## src/rtl/uart_lite_ctrl.sv

```systemverilog
// AXI4-Lite master that drives a UART Lite core for one RX requester and one TX requester.
// Clears both FIFOs once after reset, polls STAT before each data access and retries SLVERR.
module uart_lite_ctrl #(
  parameter int unsigned MAX_RETRY = 3,
  parameter int unsigned POLL_GAP  = 4
) (
  input  logic        CLK,
  input  logic        RSTN,
  input  logic        in_req,
  output logic        in_ack,
  output logic [7:0]  in_data,
  output logic        in_err,
  input  logic        out_req,
  input  logic [7:0]  out_data,
  output logic        out_ack,
  output logic        out_err,
  output logic [3:0]  awaddr,
  output logic        awvalid,
  input  logic        awready,
  output logic [31:0] wdata,
  output logic [3:0]  wstrb,
  output logic        wvalid,
  input  logic        wready,
  input  logic [1:0]  bresp,
  input  logic        bvalid,
  output logic        bready,
  output logic [3:0]  araddr,
  output logic        arvalid,
  input  logic        arready,
  input  logic [31:0] rdata,
  input  logic [1:0]  rresp,
  input  logic        rvalid,
  output logic        rready,
  output logic        busy
);

  localparam int unsigned RW = $clog2(MAX_RETRY + 2);
  localparam int unsigned GW = $clog2(POLL_GAP + 2);
  localparam logic [RW-1:0] RetryMax = RW'(MAX_RETRY);
  localparam logic [GW-1:0] GapLoad  = (POLL_GAP > 0) ? GW'(POLL_GAP - 1) : '0;

  localparam logic [3:0] AddrRx   = 4'h0;
  localparam logic [3:0] AddrTx   = 4'h4;
  localparam logic [3:0] AddrStat = 4'h8;
  localparam logic [3:0] AddrCtrl = 4'hC;
  localparam logic [1:0] RespOkay = 2'b00;

  typedef enum logic [3:0] {
    StInit, StInitWr, StInitB, StIdle, StPollAr, StPollR, StWait,
    StRdAr, StRdR, StWrAw, StWrB, StAck
  } state_e;

  state_e          state_q, state_d;
  logic            op_q, op_d;      // 0: IN (read RX), 1: OUT (write TX)
  logic            ptr_q, ptr_d;
  logic [RW-1:0]   retry_q, retry_d;
  logic [GW-1:0]   gap_q, gap_d;
  logic            awvalid_q, awvalid_d;
  logic            wvalid_q, wvalid_d;
  logic            arvalid_q, arvalid_d;
  logic [3:0]      awaddr_q, awaddr_d;
  logic [3:0]      araddr_q, araddr_d;
  logic [7:0]      wbyte_q, wbyte_d;
  logic [7:0]      rd_data_q, rd_data_d;
  logic            err_q, err_d;
  logic            wr_phase_done;
  logic            unused_rdata;

  assign unused_rdata = ^rdata[31:8];

  // AW and W complete independently; the phase ends once neither is still outstanding.
  assign wr_phase_done = (!awvalid_q || awready) && (!wvalid_q || wready);

  always_comb begin
    state_d   = state_q;
    op_d      = op_q;
    ptr_d     = ptr_q;
    retry_d   = retry_q;
    gap_d     = gap_q;
    awvalid_d = awvalid_q;
    wvalid_d  = wvalid_q;
    arvalid_d = arvalid_q;
    awaddr_d  = awaddr_q;
    araddr_d  = araddr_q;
    wbyte_d   = wbyte_q;
    rd_data_d = rd_data_q;
    err_d     = err_q;

    unique case (state_q)
      StInit: begin
        awvalid_d = 1'b1;
        wvalid_d  = 1'b1;
        awaddr_d  = AddrCtrl;
        wbyte_d   = 8'h03;
        state_d   = StInitWr;
      end
      StInitWr, StWrAw: begin
        awvalid_d = awvalid_q && !awready;
        wvalid_d  = wvalid_q && !wready;
        if (wr_phase_done) state_d = (state_q == StInitWr) ? StInitB : StWrB;
      end
      StInitB: begin
        if (bvalid) state_d = StIdle;
      end
      StIdle: begin
        if (in_req || out_req) begin
          if (in_req && out_req) begin
            op_d  = ptr_q;
            ptr_d = !ptr_q;
          end else begin
            op_d = out_req;
          end
          arvalid_d = 1'b1;
          araddr_d  = AddrStat;
          state_d   = StPollAr;
        end
      end
      StPollAr, StRdAr: begin
        if (arready) begin
          arvalid_d = 1'b0;
          state_d   = (state_q == StPollAr) ? StPollR : StRdR;
        end
      end
      StPollR: begin
        if (rvalid) begin
          if (rresp == RespOkay && !op_q && rdata[0]) begin
            arvalid_d = 1'b1;
            araddr_d  = AddrRx;
            state_d   = StRdAr;
          end else if (rresp == RespOkay && op_q && !rdata[3]) begin
            awvalid_d = 1'b1;
            wvalid_d  = 1'b1;
            awaddr_d  = AddrTx;
            wbyte_d   = out_data;
            state_d   = StWrAw;
          end else if (POLL_GAP == 0) begin
            state_d = StIdle;
          end else begin
            gap_d   = GapLoad;
            state_d = StWait;
          end
        end
      end
      StWait: begin
        if (gap_q == '0) state_d = StIdle;
        else             gap_d   = gap_q - GW'(1);
      end
      StRdR: begin
        if (rvalid) begin
          if (rresp == RespOkay) begin
            rd_data_d = rdata[7:0];
            err_d     = 1'b0;
            retry_d   = '0;
            state_d   = StAck;
          end else if (retry_q < RetryMax) begin
            retry_d   = retry_q + RW'(1);
            arvalid_d = 1'b1;
            state_d   = StRdAr;
          end else begin
            rd_data_d = 8'h00;
            err_d     = 1'b1;
            retry_d   = '0;
            state_d   = StAck;
          end
        end
      end
      StWrB: begin
        if (bvalid) begin
          if (bresp == RespOkay) begin
            err_d   = 1'b0;
            retry_d = '0;
            state_d = StAck;
          end else if (retry_q < RetryMax) begin
            retry_d   = retry_q + RW'(1);
            awvalid_d = 1'b1;
            wvalid_d  = 1'b1;
            state_d   = StWrAw;
          end else begin
            err_d   = 1'b1;
            retry_d = '0;
            state_d = StAck;
          end
        end
      end
      StAck: begin
        state_d = StIdle;
      end
      default: begin
        state_d = StIdle;
      end
    endcase
  end

  always_ff @(posedge CLK or negedge RSTN) begin
    if (!RSTN) begin
      state_q   <= StInit;
      op_q      <= 1'b0;
      ptr_q     <= 1'b0;
      retry_q   <= '0;
      gap_q     <= '0;
      awvalid_q <= 1'b0;
      wvalid_q  <= 1'b0;
      arvalid_q <= 1'b0;
      awaddr_q  <= 4'h0;
      araddr_q  <= 4'h0;
      wbyte_q   <= 8'h00;
      rd_data_q <= 8'h00;
      err_q     <= 1'b0;
    end else begin
      state_q   <= state_d;
      op_q      <= op_d;
      ptr_q     <= ptr_d;
      retry_q   <= retry_d;
      gap_q     <= gap_d;
      awvalid_q <= awvalid_d;
      wvalid_q  <= wvalid_d;
      arvalid_q <= arvalid_d;
      awaddr_q  <= awaddr_d;
      araddr_q  <= araddr_d;
      wbyte_q   <= wbyte_d;
      rd_data_q <= rd_data_d;
      err_q     <= err_d;
    end
  end

  assign awvalid = awvalid_q;
  assign wvalid  = wvalid_q;
  assign arvalid = arvalid_q;
  assign awaddr  = awaddr_q;
  assign araddr  = araddr_q;
  assign wdata   = {24'h0, wbyte_q};
  assign wstrb   = 4'b0001;
  assign bready  = (state_q == StInitB) || (state_q == StWrB);
  assign rready  = (state_q == StPollR) || (state_q == StRdR);
  assign busy    = (state_q != StIdle);
  assign in_ack  = (state_q == StAck) && !op_q;
  assign out_ack = (state_q == StAck) && op_q;
  assign in_err  = in_ack && err_q;
  assign out_err = out_ack && err_q;
  assign in_data = rd_data_q;

endmodule

```

## config.mk

```make
export PLATFORM = sky130hd
export DESIGN_NAME = uart_lite_ctrl
export DESIGN_NICKNAME = d
export VERILOG_FILES = /design/src/rtl/uart_lite_ctrl.sv
export SDC_FILE = /design/constraint.sdc
export NUM_CORES = 1
export LEC_CHECK = 0
export BUFFER_PORTS_ARGS = -buffer_cell sky130_fd_sc_hd__buf_2
export CAP_MARGIN = 25
export CORE_MARGIN = 2
export CORE_UTILIZATION = 40
export DETAILED_ROUTE_END_ITERATION = 10
export HOLD_SLACK_MARGIN = 0.1
export MAX_ROUTING_LAYER = met4
export PLACE_DENSITY = 0.72
export SETUP_SLACK_MARGIN = 0.5
export SKIP_LAST_GASP = 1
export SLEW_MARGIN = 25
export SYNTH_ARGS = -nofsm -noshare
export SYNTH_HDL_FRONTEND = slang
export SYNTH_SLANG_ARGS = --single-unit
```

## constraint.sdc

```tcl
create_clock -name CLK -period 3.11 [get_ports CLK]
set_clock_uncertainty 0.1 [all_clocks]
set_input_delay 0 -clock CLK [delete_from_list [all_inputs] [get_ports CLK]]
set_output_delay 0 -clock CLK [all_outputs]
set_load 0.005 [all_outputs]
```

Word level (Yosys, flattened, before mapping)
Index checks and enable logic that the tools add are counted.

storage, ports and cells
  register bits after elaboration = 40
  bits of input ports = 53
  output and inout port bits = 62
  word-level logic and storage cells = 156

operators by class
  add/subtract/negate cells = 2
  $lt $le $gt $ge = 1
  equality and inequality tests = 30
  muxes and demuxes = 64
  reduce and logical (&&, ||, !) cells = 46

operator list
  kind                                           number
  two-way mux 4 bit                              20
  two-way mux 8 bit                              5
  != test 2 bit, second input constant           18
  one-hot mux 4 bit (9 select lines)             1
  two-way mux 3 bit                              9
  two-way mux 1 bit                              18
  == test 4 x 3 -> 1 bit, second input constant  4
  == test 4 bit, second input constant           4
  one-hot mux 4 bit (2 select lines)             2
  one-hot mux 8 bit (2 select lines)             1
  AND reduction 8 bit                            2
  logical AND 1 bit                              12
  one-hot mux 1 bit (4 select lines)             3
  one-hot mux 3 bit (2 select lines)             2
  AND reduction 3 bit                            3
  == test 4 x 2 -> 1 bit, second input constant  2
  AND reduction 4 bit                            2
  nonzero test 2 bit                             4
  nonzero test 4 bit                             2
  logical NOT 1 bit                              7
  AND reduction 7 bit                            1
  logical OR 1 bit                               5
  AND reduction 5 bit                            1
  == test 4 x 1 -> 1 bit, second input constant  1
  other kinds (11)                               14

Longest topological paths before layout
  word-level depth = 7
  mapped depth = 7
  mapped depth without buffers = 6

Worst setup path before layout
No wires, ideal clock.

  path type = register -> register
  from = register op_q
  to = register arvalid_q, in the netlist arvalid
  setup time = 0.125 ns
  arrival = 1.717 ns
  required time = 2.885 ns
  path slack = 1.167 ns
  stages on the path, launching flop included = 5
  path buffers = 0
  period minus slack after synthesis = 1.943 ns
  path through = dfrtp_1 -> or4b_4 -> a2111oi_4 -> o21ai_1 -> mux2_4

on the way
  cells in the longest elaborated chain, start to end = 5

ends and longest elaborated chain
  element                               RTL line  source
  from (decl)                           54        logic op_q, op_d;
  from (signal assigned)                211       op_q <= op_d;
  logical NOT 1 bit                     126       if (rresp == RespOkay && !op_q && rdata[0]) begin
  logical AND 1 bit (2 in a row)        126
  != test 2 bit (no source line)        n/a
  AND reduction 8 bit (no source line)  n/a
  to (signal assigned)                  217       arvalid_q <= arvalid_d;
  to (decl)                             60        logic arvalid_q, arvalid_d;

No other way between the ends.
A chain may end at the register's enable or synchronous reset.

Worst setup path in the final report
  from = register state_q[2]
  to = register state_q[0]

on the way
  cells in the longest elaborated chain, start to end = 4
  elaborated cells between the ends (all ways) = 25
  classes of those cells = eq/ne (18); mux (3); reduce/logical (4)

ends and longest elaborated chain
  element                                                                           RTL line  source
  from (decl)                                                                       53        state_e state_q, state_d;
  from (signal assigned)                                                            196       state_q <= StInit;
  from (signal assigned)                                                            210       state_q <= state_d;
  == test 4 x 3 -> 1 bit, or another cell as far along                              89, 121
  two-way mux 4 bit / OR reduction 2 bit (equally long branches)                    121, 89
  two-way mux 4 bit / != test 2 bit (equally long branches)                         n/a
  one-hot mux 4 bit (9 select lines) / AND reduction 8 bit (equally long branches)  n/a

Parallel ways exist; a longest one is shown, timed or not. The select of a mux whose other input is x is not followed.

==> impl_results.md <==
* Outcome: completed
* Die area at between 0.006 and 0.007 sq mm
* DRT Pass-1 Iters at 4
* CTS buffer count at 5
* Cell area after synthesis at around 0.0022 sq mm
* Post-detail-place hpwl at ~3.5 mm
* DR vias at 1943
* CP Launch Type: flip-flop
* Final number of setup-violating endpoints at 0
* Setup TNS at 0 ns
* Max Root-Sink Buffers at 2
* GRT Overall Usage at between 15 and 20%
* Total Nets Final at 381
* CP max-delay cell: dfrtp_1
* Commonest cells after routing, fill and taps aside: 57 x buf_2, 35 x dfrtp_1, 33 x conb_1
* Vias in the first global route at ~1800
* Via density at around 4.9
* Commonest non-fill, non-tap cell in the layout: buf_2
* Syn. warnings at 0
* Largest net degree at the start of global routing at 36
* Hold Fails Final Rpt at 0
* Buf+Inv Stages, Crit Path at 0
* Die span in x at 77.9 um
* Worst path arrival time at about 2.5 ns
* Slew Viols, Final at 0
* Crit-path cells: nand2b_1, nor3_1, a211oi_1, o221ai_1, mux2_2
* Crit end category: flip-flop
* Worst slew pin tran at between 0.7 and 0.8 ns
* Fin crit share at about four fifths
* Routed WL at approximately 5.0 mm
* Mean Syn Cell Area at about 9.0 sq um
* Delay-heaviest family, CP: compound AO/OA/AOI/OAI gates
* Worst path required time at 3.18 ns
* Clock Sinks at 35
* Fillers at roughly 490
* Peak VDD IR at between 0.0002 and 0.0003 V
* Power Density at approximately 740 mW/mm^2
* Register area share after synthesis at about two fifths
* Leak pwr at around 1.4 nW
* Initial antenna violation count at 0
* Root buffer cell: clkbuf_8
* Area delta synth->final at 26.4%
* Grt ovf at 0
* First-pass GRT wire length at roughly 8.1 mm
* ANT cells at 0
* Slowest stage delay, CP at ~0.67 ns
* Die Y at just under 80 um
* Tmin final at roughly 2.4 ns
* Placed Cells incl. Taps at 363
* Drt wl/cell at 12.5 um
* Clk_lat worst skew at about 0.28 ns
* Post-synthesis register bit count at 35
* Core Rows at 26
* Core ar. at 0.00517 sq mm
* Residual DRC at 0
* Layout cells sized above 1 at 25.2%
* Gate Count Post-Synth at 242
* Worst-path clk slew at about 0.07 ns
* Fin cells at a little under 400
* Boundary Pins at approximately 120
* RSZ-0062 raised after global routing: false
* DRT antenna net count at 0
* H-tree depth at 2
* CTS tree: yes
* IO buf count at 57
* Slew margin rel. at a little under half
* Max frequency at roughly 410 MHz
* Post-synth cell types at between 40 and 50
* GP Congestion at just over 0.8
* Starting density of the core at between 40 and 50%
* MaxCap Viol Count at 0
* Hold Crit Class: in -> reg
* WS Path Type: reg -> reg
* Initial drt markers at 57
* Critical Path Fanout Max at 18
==> synth_stat cells (all sizes together) <==
master | number | share of area [%]
a2111oi | 1 | 1.3
a211oi | 1 | 0.34
a21boi | 1 | 0.34
a21o | 1 | 0.34
a21oi | 9 | 2.1
a22o | 9 | 3.6
a22oi | 1 | 0.34
a31oi | 1 | 0.29
a41oi | 1 | 0.40
and2 | 3 | 0.86
and2b | 2 | 0.69
and3 | 1 | 0.29
and4bb | 1 | 0.57
buf | 38 | 13
clkbuf | 1 | 0.17
conb | 2 | 0.34
dfrtp | 35 | 40
ha | 3 | 1.7
inv | 15 | 2.6
mux2 | 9 | 4.8
mux2i | 1 | 0.46
nand2 | 24 | 4.1
nand2b | 5 | 1.4
nand3 | 11 | 2.5
nand3b | 2 | 0.69
nand4b | 1 | 0.40
nor2 | 20 | 3.4
nor2b | 3 | 0.86
nor3 | 9 | 2.3
nor4b | 1 | 1.1
o211ai | 1 | 0.34
o21ai | 16 | 3.7
o21bai | 1 | 0.34
o221ai | 1 | 0.40
o22ai | 2 | 0.57
o31a | 2 | 0.80
o31ai | 1 | 0.34
o32ai | 1 | 0.40
o41ai | 1 | 0.40
or2 | 2 | 0.57
or4b | 1 | 0.63
xnor2 | 1 | 0.40
==> what timing repair did <==
item | in CTS | in global routing
resized for setup | 0 | 0
endpoints found under the hold margin | 60 | 0
setup buffers | 0 | 0
hold buffers | 25 | 0
==> sequential cells by signal, indices dropped and copies added, names as in the netlist <==
name	cells
araddr	1
awvalid	1
state_q	4
gap_q	3
ptr_q	1
err_q	1
retry_q	3
wvalid	1
in_data	8
wbyte_q	8
op_q	1
arvalid	1
awaddr	2
==> layout make-up <==
type	instances	area (sq um)	share of cell area (%)
repair buffers	84	551	20.0
multi-input cells	184	1090	39.4
clock buffers	8	100	3.63
flip-flops and latches	35	876	31.8
well taps	70	87.6	3.18
inverters	15	56.3	2.04
==> per-layer routing <==
layer | GRT usage [%] | vias up | routed length, um
met5 | - | - | 0
met4 | 4.46 | 0 | 56
met3 | 3.37 | 8 | 338
met2 | 28.2 | 85 | 2430
met1 | 20.8 | 914 | 2130
li1 | - | 936 | -
==> cells by family after synthesis <==
family,after synthesis,synth area share (%)
mux,10,5.28
simple gates,86,20.5
compound gates,51,16.3
buf+inv,54,15.4
fa+ha+maj,3,1.72
xor+xnor,1,0.401
other cells,2,0.344
flops,35,40.1
==> worst paths after layout <==
| path | from | to | slack, ns | depth (start not counted) |
|---|---|---|---|---|
| max | state_q[2] | state_q[0] | 0.67 | 5 |
| min reg2reg | in_data[0] | in_data[0] | 0.36 | 2 |
| min in group asynchronous | RSTN | state_q[2] | 0.24 | 2 |
| max reg2reg | state_q[2] | state_q[0] | 0.67 | 5 |
| max in group asynchronous | RSTN | state_q[1] | 2.17 | 2 |
| min | rresp[0] | in_data[7] | 0.13 | 3 |
==> through the flow <==
stage	total power (W)	instance area, sq um	setup WS (ns)	hold slack [ns]	utilization (%)
after global placement	0.00160	2410	0.804	0.0301	46.5
after floorplan	0.00139	2300	1.17	-0.396	-
after CTS	0.00204	2760	0.763	0.134	53.3
after global routing	0.00219	2760	0.591	0.169	53.3
after detailed placement	0.00164	2410	0.791	0.0369	46.5
final	0.00203	2760	0.665	0.135	53.3
==> where the power goes <==
part           leakage, nW  total, W  internal [W]  switching [W]
Clock               0.0515  0.000361      0.000202       0.000158
Combinational        0.870  0.000890      0.000451       0.000439
Sequential           0.432  0.000776      0.000605       0.000171
Total                 1.35   0.00203       0.00126       0.000769
==> worst min-delay path: stages <==
cell and delay [ns]:
buf_2 0.14, nor3_1 0.14, a22o_1 0.20
No activity file was read; power rests on OpenSTA's default activity.
